`src/rtl/nagu_pkg.sv`:
```
`default_nettype none
// ============================================================================
//  Module   : nagu_pkg
//  Purpose  : Shared definitions for the nagu_seq address generator: FSM state
//             encoding, the dimension limit and a helper that pulls one field
//             out of a packed per-dimension configuration vector.
//  Ports    : none (package)
//  Revision : 1.0 - initial release
// ============================================================================
package nagu_pkg;

  // Upper bound on nested loop dimensions supported by the packed helpers.
  localparam int MAXNDIM = 8;
  // Widest field the helper can return (address or length field).
  localparam int MAXW    = 32;

  // Sequencer states.
  localparam logic [1:0] ST_IDLE = 2'd0;
  localparam logic [1:0] ST_RUN  = 2'd1;
  localparam logic [1:0] ST_FIN  = 2'd2;

  // Any packed stride/length vector fits in this container after zero-extension.
  typedef logic [MAXNDIM*MAXW-1:0] pvec_t;

  // Return field idx (each w bits wide) of a packed vector, zero-extended.
  function automatic logic [MAXW-1:0] field_get(input pvec_t vec,
                                                input int unsigned idx,
                                                input int unsigned w);
    pvec_t            sh;
    logic [MAXW-1:0]  mask;
    sh   = vec >> (idx * w);
    mask = (w >= MAXW) ? '1 : ((MAXW'(1) << w) - MAXW'(1));
    return sh[MAXW-1:0] & mask;
  endfunction

endpackage
`default_nettype wire

```
`src/rtl/nagu_dim.sv`:
```
`default_nettype none
// ============================================================================
//  Module   : nagu_dim
//  Purpose  : One loop counter of the address generator. Compares its count
//             against the loop's last index and reports whether it can advance.
//             Priority between dimensions is resolved through lower_adv_i: a
//             dimension only acts (advance or wrap) when no lower one can.
//  Ports    : clk, clr        - clock, asynchronous active-high reset
//             init_i          - clear counter (job acceptance)
//             step_i          - an element finished and was accepted
//             lower_adv_i     - some lower dimension can advance
//             len_i           - last index of this loop
//             can_adv_o       - counter below its last index
//             adv_o           - this dimension is the one that advances
//  Revision : 1.0 - initial release
// ============================================================================
module nagu_dim #(
  parameter int BWLENGTH = 8
) (
  input  logic                clk,
  input  logic                clr,
  input  logic                init_i,
  input  logic                step_i,
  input  logic                lower_adv_i,
  input  logic [BWLENGTH-1:0] len_i,
  output logic                can_adv_o,
  output logic                adv_o
);

  logic [BWLENGTH-1:0] cnt_q;
  logic [BWLENGTH-1:0] cnt_d;
  logic                w_wrap;

  assign can_adv_o = (cnt_q < len_i);
  assign adv_o     = can_adv_o & ~lower_adv_i;
  // Saturated and nothing below can move: the selected dimension is above us.
  assign w_wrap    = ~can_adv_o & ~lower_adv_i;

  always_comb begin
    cnt_d = cnt_q;
    if (init_i) begin
      cnt_d = '0;
    end else if (step_i && adv_o) begin
      cnt_d = cnt_q + BWLENGTH'(1);
    end else if (step_i && w_wrap) begin
      cnt_d = '0;
    end
  end

  always_ff @(posedge clk or posedge clr) begin
    if (clr) begin
      cnt_q <= '0;
    end else begin
      cnt_q <= cnt_d;
    end
  end

endmodule
`default_nettype wire

```
`src/rtl/nagu_seq.sv`:
```
`default_nettype none
// ============================================================================
//  Module   : nagu_seq
//  Purpose  : Job-based sequenced address generator. Walks up to NDIM nested
//             loops with an innermost bit-plane loop and streams addresses
//             over a valid/ready port, pulsing done at job completion.
//  Ports    : clk, clr            - clock, asynchronous active-high reset
//             start, abort        - job request / synchronous cancel
//             cfg_base/prec       - base address, words per element (0 => 1)
//             cfg_stride          - packed per-dimension wrap jump
//             cfg_length          - packed per-dimension last index
//             addr_ready          - consumer accepts addr_out
//             addr_out/addr_valid - generated address stream
//             msb                 - current word is bit plane 0
//             on_j                - jump the current word's step will take
//             busy, done          - job in progress / completion pulse
//  Revision : 1.0 - initial release
// ============================================================================
module nagu_seq
  import nagu_pkg::*;
#(
  parameter int BWADDR   = 15,
  parameter int BWLENGTH = 8,
  parameter int NDIM     = 4,
  parameter int BPREC    = 6
) (
  input  logic                     clk,
  input  logic                     clr,
  input  logic                     start,
  input  logic                     abort,
  input  logic [BWADDR-1:0]        cfg_base,
  input  logic [BPREC-1:0]         cfg_prec,
  input  logic [NDIM*BWADDR-1:0]   cfg_stride,
  input  logic [NDIM*BWLENGTH-1:0] cfg_length,
  input  logic                     addr_ready,
  output logic [BWADDR-1:0]        addr_out,
  output logic                     addr_valid,
  output logic                     msb,
  output logic [NDIM:0]            on_j,
  output logic                     busy,
  output logic                     done
);

  // --------------------------------------------------------------------------
  // Registers
  // --------------------------------------------------------------------------
  logic [1:0]               state_q, state_d;
  logic [BWADDR-1:0]        base_q;
  logic [BPREC-1:0]         prec_q;
  logic [NDIM*BWADDR-1:0]   stride_q;
  logic [NDIM*BWLENGTH-1:0] length_q;
  logic [BPREC-1:0]         bit_q, bit_d;
  logic [BWADDR-1:0]        ptr_q, ptr_d;
  logic [BWADDR-1:0]        addr_q, addr_d;

  // --------------------------------------------------------------------------
  // Control wires
  // --------------------------------------------------------------------------
  logic              w_accept;
  logic              w_run;
  logic              w_hs;
  logic              w_elem_last;
  logic              w_job_end;
  logic [BPREC-1:0]  w_prec_eff;
  logic [BWADDR-1:0] w_jump;
  logic [NDIM-1:0]   w_can_adv;
  logic [NDIM-1:0]   w_adv;
  // w_lower[k]: some dimension below k can advance; w_lower[NDIM]: any can.
  logic [NDIM:0]     w_lower;
  logic [BWADDR-1:0] w_stride [NDIM];
  logic              w_unused_stride;

  assign w_accept    = (state_q == ST_IDLE) && start;
  assign w_run       = (state_q == ST_RUN);
  // abort masks the handshake so it wins over a coincident final step.
  assign w_hs        = w_run && addr_ready && !abort;
  assign w_elem_last = (bit_q == (prec_q - BPREC'(1)));
  assign w_job_end   = w_hs && w_elem_last && !w_lower[NDIM];
  assign w_prec_eff  = (cfg_prec == '0) ? BPREC'(1) : cfg_prec;

  // --------------------------------------------------------------------------
  // Loop dimensions
  // --------------------------------------------------------------------------
  assign w_lower[0] = 1'b0;

  for (genvar k = 0; k < NDIM; k++) begin : g_dim
    logic [BWLENGTH-1:0] w_len;

    assign w_len       = BWLENGTH'(field_get(pvec_t'(length_q), k, BWLENGTH));
    assign w_stride[k] = BWADDR'(field_get(pvec_t'(stride_q), k, BWADDR));
    assign w_lower[k+1] = w_lower[k] | w_can_adv[k];

    nagu_dim #(
      .BWLENGTH (BWLENGTH)
    ) u_dim (
      .clk         (clk),
      .clr         (clr),
      .init_i      (w_accept),
      .step_i      (w_hs && w_elem_last),
      .lower_adv_i (w_lower[k]),
      .len_i       (w_len),
      .can_adv_o   (w_can_adv[k]),
      .adv_o       (w_adv[k])
    );
  end

  // The outermost stride would only apply when the whole job wraps, which
  // instead ends the job.
  assign w_unused_stride = ^w_stride[NDIM-1];

  // Pointer jump for the selected dimension: dim 0 advancing moves one element
  // (prec words); dim k advancing means dim k-1 wrapped, so stride[k-1] applies.
  always_comb begin
    w_jump = BWADDR'(prec_q);
    for (int k = 1; k < NDIM; k++) begin
      if (w_adv[k]) begin
        w_jump = w_stride[k-1];
      end
    end
  end

  // --------------------------------------------------------------------------
  // Datapath next state
  // --------------------------------------------------------------------------
  always_comb begin
    bit_d  = bit_q;
    ptr_d  = ptr_q;
    addr_d = addr_q;
    if (w_accept) begin
      bit_d  = '0;
      ptr_d  = '0;
      addr_d = cfg_base;
    end else if (w_hs) begin
      if (!w_elem_last) begin
        bit_d  = bit_q + BPREC'(1);
        addr_d = base_q + ptr_q + BWADDR'(bit_d);
      end else begin
        bit_d  = '0;
        ptr_d  = ptr_q + w_jump;
        addr_d = base_q + ptr_d;
      end
    end
  end

  always_ff @(posedge clk or posedge clr) begin
    if (clr) begin
      base_q   <= '0;
      prec_q   <= '0;
      stride_q <= '0;
      length_q <= '0;
      bit_q    <= '0;
      ptr_q    <= '0;
      addr_q   <= '0;
    end else begin
      if (w_accept) begin
        base_q   <= cfg_base;
        prec_q   <= w_prec_eff;
        stride_q <= cfg_stride;
        length_q <= cfg_length;
      end
      bit_q  <= bit_d;
      ptr_q  <= ptr_d;
      addr_q <= addr_d;
    end
  end

  // --------------------------------------------------------------------------
  // FSM: state register
  // --------------------------------------------------------------------------
  always_ff @(posedge clk or posedge clr) begin
    if (clr) begin
      state_q <= ST_IDLE;
    end else begin
      state_q <= state_d;
    end
  end

  // --------------------------------------------------------------------------
  // FSM: next state
  // --------------------------------------------------------------------------
  always_comb begin
    state_d = state_q;
    case (state_q)
      ST_IDLE: begin
        if (start) begin
          state_d = ST_RUN;
        end
      end
      ST_RUN: begin
        if (abort) begin
          state_d = ST_IDLE;
        end else if (w_job_end) begin
          state_d = ST_FIN;
        end
      end
      ST_FIN: begin
        state_d = ST_IDLE;
      end
      default: begin
        state_d = ST_IDLE;
      end
    endcase
  end

  // --------------------------------------------------------------------------
  // FSM: outputs
  // --------------------------------------------------------------------------
  assign addr_out = addr_q;

  always_comb begin
    addr_valid = w_run;
    busy       = w_run;
    done       = (state_q == ST_FIN);
    msb        = w_run && (bit_q == '0);
    on_j       = '0;
    // Dim k selected means dim k-1 (the highest wrapped) reports on bit k, so
    // the low bits are exactly the advance flags; nothing left means job end.
    if (w_run && w_elem_last) begin
      on_j = {~w_lower[NDIM], w_adv};
    end
  end

endmodule
`default_nettype wire

```
`config.mk`:
```
export PLATFORM = sky130hd
export DESIGN_NAME = nagu_seq
export DESIGN_NICKNAME = d
export VERILOG_FILES = /design/src/rtl/nagu_pkg.sv /design/src/rtl/nagu_dim.sv /design/src/rtl/nagu_seq.sv
export SDC_FILE = /design/constraint.sdc
export NUM_CORES = 1
export LEC_CHECK = 0
export ABC_AREA = 1
export BUFFER_PORTS_ARGS = -buffer_cell sky130_fd_sc_hd__buf_2
export CAP_MARGIN = 25
export CORE_AREA = 2 2 156 113
export DETAILED_ROUTE_END_ITERATION = 8
export DIE_AREA = 0 0 158 115
export PLACE_DENSITY = 0.95
export SYNTH_ARGS = -nofsm -noshare
export SYNTH_HDL_FRONTEND = slang
export SYNTH_SLANG_ARGS = --single-unit
export TNS_END_PERCENT = 5
```
`constraint.sdc`:
```
create_clock -name clk -period 15.7 [get_ports clk]
set_clock_uncertainty 0.2 [all_clocks]
set_input_delay 1.57 -clock clk [delete_from_list [all_inputs] [get_ports clk]]
set_output_delay 1.57 -clock clk [all_outputs]
set_load 0.05 [all_outputs]
```
==> run metrics <==
max-cap violations=0; Switching Share=36.09%; Leak=0.006288 µW; FMAX=160.2 MHz; Comb pwr share=30.8%; core area=16720 µm²; Post-Syn Area per Cell=7.964 µm²; hold crit path type=reg2reg; pin count of the biggest net entering global routing=117; Via density=5.739; Num CTS Buffers=17; Flop pwr share=37.4%; DIE AREA=18170 µm²; FF-to-FF Start=g_dim[0].u_dim.cnt_q[3]; Routed wire per std cell=16.54 µm; Total GRT Usage=31.42%; FP Rows=40; Synth Instances=1296; fillers=1200; post-cts gate resize count=0; RSZ-0062 raised after global routing=no; crit end category=flop; Reg2Reg Depth=36; CTS tree=done; flops & latches, synth=168; number of H-tree levels=4; Ys Warns=0; I/O pin total=142; setup TNS=0 ns; flop2flop setup slack=9.46 ns; Pwr Density=123.8 nW/µm²; vias in the first global route=9472; worst-path fanout max=14; register area=4204 µm²; Ant. Diodes=0; Final #Nets=1624; cell mode on critical path=nand2_1; Mapped Area=10320 µm²; DRT Wirelength=27330 µm; post-synth top area cell=dfrtp_1; residual DRC count=0; hold_sp=stride_q[23]; Least-Margin Pin Slew=0.9681 ns; net switching power=526.9 µW; setup repair bufs after CTS=0; first-pass GRT wire length=44750 µm; Fin. Hold Viols=0; crit path kind=reg2reg; Max VDD drop=0.08957 mV; CTS max path bufs=2; CTS root buffer=clkbuf_16; initial antenna violation count=0; DIE HEIGHT=115 µm; CTS Hold Buffers Added=0; Slew Limit Fails=0; worst slack, placed=9.443 ns; final setup margin=9.457 ns; multi-input logic area=5281 µm²; syn_nets=1512; PortBufs=126; Max-Slew Margin vs Limit=35.28%; Final HPWL DP=18930 µm; router iterations before antenna repair=5; fin crit period=6.243 ns; Final period util=39.77%; Critical Path Max Stage Delay=0.51 ns; cell-internal power=933.3 µW; Die Width=158 µm; GP Congestion=0.8772; final setup vio count=0; status=finished clean; top cell type's share of synthesized area=40.73%; startpoint types=flop; clock slew seen by the registers of the worst setup and hold paths=0.06 ns; Worst EP arrival=6.42 ns; sink of the worst hold path=stride_q[23]; remaining antenna violation count=0; Seq/Total Area, Yosys=40.73%; Initial Util=61.74%; DR iter-0 viols=1021; worst path required time=15.87 ns; Slowest-stage cell, CP=inv_1; Clock Power Share=31.8%; Unique masters post-synth=41; layout cell share with drive strength beyond 1=12.81%; CTS sink cnt=168; remaining global-route overflow=0; Area Growth Syn to Fin=14.33%; via count=9481; reg2reg end=addr_out[14]; top cells by area, synth=dfrtp_1, nand2_1, ha_1, inv_1, o21ai_0; Clock Latency Late Sink=0.44 ns; hold-critical path depth=2
[synth_stat cells]
library cell  instances
nand3b_1              2
nor2_2                3
o31ai_1               1
nor3_1               13
o32ai_1               3
inv_2                 4
ha_1                 89
nor2_8                1
xnor2_1              16
dfrtp_1             168
a22o_1                4
o21bai_1              1
o221ai_1              2
buf_2                 7
clkbuf_1             27
buf_1                 3
nand2_4               2
nand2_2               3
fa_1                  9
o21a_1                4
a22oi_1               3
a31oi_1               2
o21ai_1              12
o21ai_0             116
o211ai_1             18
nand4_1               6
nand3_1              47
a21oi_1              61
nor4_4                1
o22ai_1              24
a2bb2oi_1             1
or2_2                 5
inv_1               176
a221oi_1              1
o2111ai_1             1
nor4_1                1
a32o_1                1
nor2_1               51
buf_4                 2
xor2_1               43
nand2_1             362
[worst max-delay path by stage]
stage | start | endpoint | slack, ns | cells after the start
2_1_floorplan | clr | addr_out[0] | 9.38 | 1
3_3_place_gp | g_dim[2].u_dim.cnt_q[5] | addr_out[14] | 9.67 | 31
3_5_place_dp | g_dim[2].u_dim.cnt_q[3] | addr_out[14] | 9.44 | 31
4_1_cts | g_dim[2].u_dim.cnt_q[3] | addr_out[14] | 9.35 | 31
5_1_grt | g_dim[0].u_dim.cnt_q[2] | addr_out[14] | 8.91 | 36
6_report | g_dim[0].u_dim.cnt_q[3] | addr_out[14] | 9.46 | 36
[sequential cells by signal, summed over array words and instances, names as in the netlist]
name               cells
stride_q              45
g_dim.u_dim.cnt_q     32
length_q              32
addr_out              15
base_q                15
ptr_q                 15
bit_q                  6
prec_q                 6
state_q                2
[area by class of cell]
type,instances,area share (%)
multi-input cells,909,44.76
well taps,231,2.449
flip-flops and latches,168,35.63
clock inverters,8,1.336
inverters,180,5.789
clock buffers,24,4.082
repair buffers,132,5.959
[worst max-delay path: cells and delay by family (launching register included)]
kind | cells | cell delay, ns
and+or+nand+nor | 19 | 2.22
adders and majority gates | 4 | 1.29
AOI/OAI and AO/OA | 6 | 1.01
buffers and inverters | 6 | 0.84
DFF | 1 | 0.42
xor gates and xnor gates | 1 | 0.20
[cell usage in the layout, fill, tap and decap left out, types with 3 or more instances in the layout]
cell type | synthesis | layout
nand2_1 | 362 | 361
clkbuf_16 | 0 | 17
nor2_2 | 3 | 3
ha_1 | 89 | 89
or2_2 | 5 | 5
nor3_1 | 13 | 13
xnor2_1 | 16 | 16
dfrtp_1 | 168 | 168
o22ai_1 | 24 | 24
inv_2 | 4 | 4
fa_1 | 9 | 9
o21ai_0 | 116 | 116
o32ai_1 | 3 | 3
buf_4 | 2 | 4
a22o_1 | 4 | 4
o21a_1 | 4 | 4
a22oi_1 | 3 | 3
xor2_1 | 43 | 43
nor2_1 | 51 | 51
buf_2 | 7 | 126
inv_1 | 176 | 174
clkbuf_8 | 0 | 3
o211ai_1 | 18 | 18
inv_6 | 0 | 4
clkbuf_1 | 27 | 4
a21oi_1 | 61 | 61
nand3_1 | 47 | 47
nand4_1 | 6 | 6
o21ai_1 | 12 | 12
nand2_2 | 3 | 4
bufinv_16 | 0 | 4
[logic make-up (layout without fill, tap and decap cells)]
kind of cell | Yosys count | count (layout) | share of synthesized area (%)
adders and majority gates | 98 | 98 | 12.53
DFF | 168 | 168 | 40.73
xor gates and xnor gates | 59 | 59 | 5.007
AOI/OAI and AO/OA | 255 | 255 | 13.82
buffers and inverters | 219 | 344 | 8.122
and+or+nand+nor | 497 | 497 | 19.78
[through the flow]
stage	power [µW]	cells	utilization, %	hold WS [ns]	cell area (µm²)
floorplan	871.0	1296	-	0.2436	10320
global placement	960.3	1618	66.51	0.2559	11120
detailed placement	983.1	1618	66.51	0.2605	11120
CTS	1452	1650	70.34	0.2796	11760
global route	1539	1652	70.59	0.3023	11800
finish	1460	1652	70.59	0.2773	11800
[power by group through the flow]
stage / logic [µW] / clock network, µW / registers [µW]
detailed placement: 433 / 0 / 550
finish: 449 / 464 / 547
global placement: 412 / 0 / 548
floorplan: 287 / 0 / 584
CTS: 443 / 464 / 544
global route: 502 / 484 / 553
[per-layer routing]
layer	routed length (µm)	part of all wire, %	GRT usage [%]	vias to the layer above
met2	12990	48	52.55	540
met5	0	0	0	-
met4	776	2.8	13.63	0
li1	-	-	-	4439
met1	11150	41	39.96	4426
met3	2406	8.8	6.596	76
(Power assumes the default switching activity.)
